--- src/rtl/instr_fetch_unit.sv ---
// Buffered instruction fetch front end: credit-limited sequential word fetch into
// a first-word-fall-through prefetch FIFO, with redirect flush of stale fetches.
module instr_fetch_unit #(
  parameter int unsigned ADDR_WIDTH_POW = 6,
  parameter int unsigned FIFO_DEPTH_POW = 2,
  parameter logic [(1<<ADDR_WIDTH_POW)-1:0] RESET_PC = '0
) (
  input  logic                             clk_in,
  input  logic                             rst_in,
  output logic                             mem_req_valid_out,
  input  logic                             mem_req_ready_in,
  output logic [(1<<ADDR_WIDTH_POW)-1:0]   mem_req_addr_out,
  input  logic                             mem_rsp_valid_in,
  input  logic [31:0]                      mem_rsp_data_in,
  output logic                             instr_valid_out,
  input  logic                             instr_ready_in,
  output logic [31:0]                      instr_out,
  output logic [(1<<ADDR_WIDTH_POW)-1:0]   instr_pc_out,
  input  logic                             redirect_valid_in,
  input  logic [(1<<ADDR_WIDTH_POW)-1:0]   redirect_pc_in
);
  localparam int unsigned AW    = 1 << ADDR_WIDTH_POW;
  localparam int unsigned DEPTH = 1 << FIFO_DEPTH_POW;
  localparam int unsigned CW    = FIFO_DEPTH_POW + 1;
  localparam int unsigned PW    = FIFO_DEPTH_POW;
  localparam logic [CW:0]   DEPTH_SUM = (CW+1)'(DEPTH);
  localparam logic [CW-1:0] ONE       = CW'(1);

  logic [AW-1:0] r_fetch_pc;
  logic [AW-1:0] r_rsp_pc;
  logic [CW-1:0] r_live;
  logic [CW-1:0] r_drop;
  logic [CW-1:0] r_count;
  logic [PW-1:0] r_rd_ptr;
  logic [PW-1:0] r_wr_ptr;
  logic          r_run;
  logic [31:0]   r_data [DEPTH];
  logic [AW-1:0] r_pc   [DEPTH];

  logic [CW:0]   w_sum;
  logic          w_req_fire;
  logic          w_out_fire;
  logic          w_drop_rsp;
  logic          w_push;
  logic [AW-1:0] w_redirect_pc;
  logic          w_unused_pc_lsb;

  // Every accepted request holds a credit until its entry leaves the FIFO or is dropped
  assign w_sum = {1'b0, r_live} + {1'b0, r_drop} + {1'b0, r_count};
  assign mem_req_valid_out = r_run && (w_sum < DEPTH_SUM);
  assign mem_req_addr_out  = r_fetch_pc;

  assign w_req_fire    = mem_req_valid_out & mem_req_ready_in;
  assign w_out_fire    = instr_valid_out & instr_ready_in;
  assign w_drop_rsp    = mem_rsp_valid_in & (r_drop != '0);
  assign w_push        = mem_rsp_valid_in & (r_drop == '0) & ~redirect_valid_in;
  assign w_redirect_pc = {redirect_pc_in[AW-1:2], 2'b00};
  assign w_unused_pc_lsb = ^redirect_pc_in[1:0];

  assign instr_valid_out = (r_count != '0);
  assign instr_out       = instr_valid_out ? r_data[r_rd_ptr] : '0;
  assign instr_pc_out    = instr_valid_out ? r_pc[r_rd_ptr]   : '0;

  always_ff @(posedge clk_in) begin
    if (rst_in) begin
      r_fetch_pc <= RESET_PC;
      r_rsp_pc   <= RESET_PC;
      r_live     <= '0;
      r_drop     <= '0;
      r_count    <= '0;
      r_rd_ptr   <= '0;
      r_wr_ptr   <= '0;
      r_run      <= 1'b0;
    end else begin
      r_run <= 1'b1;
      if (redirect_valid_in) begin
        // Everything still in flight, including a request fired now, becomes stale
        r_fetch_pc <= w_redirect_pc;
        r_rsp_pc   <= w_redirect_pc;
        r_drop     <= r_drop + r_live + CW'(w_req_fire) - CW'(mem_rsp_valid_in);
        r_live     <= '0;
        r_count    <= '0;
        r_rd_ptr   <= '0;
        r_wr_ptr   <= '0;
      end else begin
        if (w_req_fire) r_fetch_pc <= r_fetch_pc + AW'(4);
        if (w_push)     r_rsp_pc   <= r_rsp_pc + AW'(4);
        if (w_drop_rsp) r_drop     <= r_drop - ONE;
        r_live  <= r_live + CW'(w_req_fire) - CW'(w_push);
        r_count <= r_count + CW'(w_push) - CW'(w_out_fire);
        if (w_push)     r_wr_ptr <= r_wr_ptr + PW'(1);
        if (w_out_fire) r_rd_ptr <= r_rd_ptr + PW'(1);
      end
    end
  end

  always_ff @(posedge clk_in) begin
    if (w_push && !rst_in) begin
      r_data[r_wr_ptr] <= mem_rsp_data_in;
      r_pc[r_wr_ptr]   <= r_rsp_pc;
    end
  end

endmodule

--- config.mk ---
export PLATFORM = sky130hd
export DESIGN_NAME = instr_fetch_unit
export DESIGN_NICKNAME = d
export VERILOG_FILES = /design/src/rtl/instr_fetch_unit.sv
export SDC_FILE = /design/constraint.sdc
export NUM_CORES = 1
export LEC_CHECK = 0
export CAP_MARGIN = 40
export CORE_AREA = 2 2 141 281
export CTS_CLUSTER_DIAMETER = 150
export DETAILED_ROUTE_END_ITERATION = 12
export DIE_AREA = 0 0 143 283
export GPL_ROUTABILITY_DRIVEN = 0
export GPL_TIMING_DRIVEN = 0
export PLACE_DENSITY_LB_ADDON = 0.12
export SYNTH_ARGS = -nofsm -noshare
export SYNTH_HDL_FRONTEND = slang
export SYNTH_SLANG_ARGS = --single-unit
--- constraint.sdc ---
create_clock -name clk_in -period 9.9 [get_ports clk_in]
set_input_delay 1.485 -clock clk_in [delete_from_list [all_inputs] [get_ports clk_in]]
set_output_delay 1.485 -clock clk_in [all_outputs]
set_load 0.005 [all_outputs]
==> flow_summary.ini <==
[clocking]
root_buffer = clkbuf_16
cts_tree = built
postCtsResizedCells = 0
cts_buffers = 44
cts_post_setup_buffers_inserted = 0
clock_path_buffers = 3
cts-htree-levels = 2
clock_latency_ps = 570
cts.clk_slew.worst_paths_ps = 70
cts-hold-fix-buffers = 0
clock_sinks = 516

[sta]
rsz0062_at_grt = no
worst_slack_ps = 4980
max_freq_ghz = 0.203
holdWs_ps = 492
slew-limit-headroom_pct = 39.9
finalMaxSlewViolations = 0
final.min_clock_period_ps = 4920
finClkSkew_ps = 24.4
tightest_slew_ps = 901
setup_viol = 0
hold_viol_final = 0
finalCritPeriodShare_pct = 49.7
fin_tns_setup_ps = 0

[logic_synthesis]
synth_flop_cell = edfxtp_1
synth_area_mm2 = 0.0227
synth-edff-count = 376
synth-seq-cells = 516
syn_inst = 1629
synth_cell_types = 65
ys_seq_area_share_pct = 62.0
synth.avg_cell_area_um2 = 13.9
ys_async_sr_fraction_pct = 0
yosys_warnings = 0

[routing]
drc_errors = 0
drt_first_pass_iters = 6
wl_per_cell_um = 24.2
via_per_inst = 6.20
ant_nets = 0
initialDrtViolationCount = 1499
via_count = 15500
wl_mm = 60.5

[setup_path]
cp_max_fo = 10
cp-end-kind = primary output
ff2ff_path_depth = 15
r2r_start = r_live[1]$_SDFF_PP0_
worstPathRequired_ps = 8420
regToRegSetupSlack_ps = 5000
worstSetupPathType = flip-flop to primary output
critPathArrivalTime_ps = 3430
r2r_end = r_drop[2]$_SDFFE_PP0P_
crit_path_start_kind = flip-flop

[cells_and_area]
num_antenna_cells = 0
final_cell_mix = edfxtp_1, clkdlybuf4s50_1, dfxtp_1, and2_1, mux4_2
drive_gt1_share_pct = 11.0
nets = 2067
final_common_cell = edfxtp_1
post-route-util_pct = 71.9
area_delta_synth_final_pct = 21.5

[power]
total_power_uw = 4880
power.density_mw_per_mm2 = 177
ir_drop_mv = 0.186
leakage_uw = 0.00887

[placed_design]
detailed_place_hpwl_mm = 42.5
io_buffers = 255
dp_slack_ps = 5090

[die]
ios = 264
initial_core_util_pct = 59.2
rows = 102
die_y_um = 283
dieArea_mm2 = 0.0405
die_w_um = 143
core_area_mm2 = 0.0384

[grt]
grtUsageTotal_pct = 29.9
grt_max_degree = 54
grt_overflow = 0
grt_pass1_wl_mm = 90.7
grt_pass1_vias = 15100
antenna_found_initial = 0

[worst_hold_path]
min_from = r_wr_ptr[0]$_SDFFE_PP0P_
min_path_type = flip-flop to flip-flop
whs_path_depth = 2
whs_endpoint = r_wr_ptr[0]$_SDFFE_PP0P_

[flow_run]
drv_cap = 0

[status]
status = finished clean
[where the power goes]
| part | switching (uW) | internal, uW | leakage, uW | total [uW] |
|---|---|---|---|---|
| clock network | 777 | 999 | 0.000704 | 1780 |
| registers | 93.3 | 2400 | 0.00459 | 2490 |
| logic | 300 | 315 | 0.00358 | 615 |
[kinds of logic after synthesis]
logic type	share of synthesized area, %
adder cells (fa/ha/maj)	1.50
multiplexers	9.72
buffers and inverters	2.23
AND/OR/NAND/NOR	14.0
other	0.0165
XOR/XNOR	3.12
flip-flops	62.0
AO/OA/AOI/OAI	7.38
[metal layers]
metal  part of all wire [%]  up-vias  track usage, %
met2                     49      787            49.3
met5                      0        -               0
met3                    7.7      142            4.19
met4                    4.0        0            11.3
li1                       -     6920               -
met1                     39     7644            40.5
[metrics by stage]
step / std cells / area, um^2
final: 2497 / 27600
after global routing: 2497 / 27600
after CTS: 2497 / 27600
after detailed placement: 2416 / 26100
after global placement: 2407 / 25900
after floorplan: 1632 / 22700
[Yosys cell counts, drive strengths merged (9+ instances only)]
library cell  count  share of area, %
or3               9              0.25
a211oi           25              0.83
o31a             21              0.81
mux4             94               9.3
or4              10              0.35
nor3             25              0.55
nand3            46               1.0
nand2            93               1.6
nor2             71               1.2
inv              30              0.50
clkbuf           66               1.1
and3             35              0.97
o21a             59               1.9
a21boi           58               1.9
buf              27              0.63
nor4             45               1.5
nor4b             9              0.41
a21oi            14              0.31
and4             14              0.55
dfxtp           140                12
ha               16              0.88
xor2             46               1.8
xnor2            35               1.3
edfxtp          376                50
nand4            69               2.1
and2            109               3.0
o21ai            18              0.40
[how the worst max path moves through the flow]
stage	end	slack [ps]	cells past startpoint
floorplan	r_data[0][0]$_DFFE_PP_	5060	4
global placement	r_pc[0][58]$_DFFE_PP_	2420	5
detailed placement	r_drop[2]$_SDFFE_PP0P_	5090	12
CTS	instr_pc_out[34]	4870	5
global route	r_drop[2]$_SDFFE_PP0P_	4860	15
finish	instr_pc_out[35]	4980	5
[sequential cells by signal (all words and copies together), names as in the netlist, named ones only]
signal            count
mem_req_addr_out     62
r_count               3
r_data              128
r_drop                3
r_live                3
r_pc                248
r_rd_ptr              2
r_rsp_pc             62
r_run                 1
r_wr_ptr              2
[worst max-delay path, cell delays in order (launching register included)]
cell and delay [ps]:
dfxtp_1 470, buf_1 700, clkbuf_1 610, mux4_2 400, and2_1 170, clkdlybuf4s50_1 520
[final cells by class]
cell class	count	area, um^2
repair buffers	264	2740
fillers	2629	10800
multi-input cells	992	8160
flip-flops and latches	516	14100
clock inverters	23	282
well taps	520	651
inverters	31	116
plain buffers	93	390
clock buffers	58	1170
No activity file was read; power rests on OpenSTA's default activity.
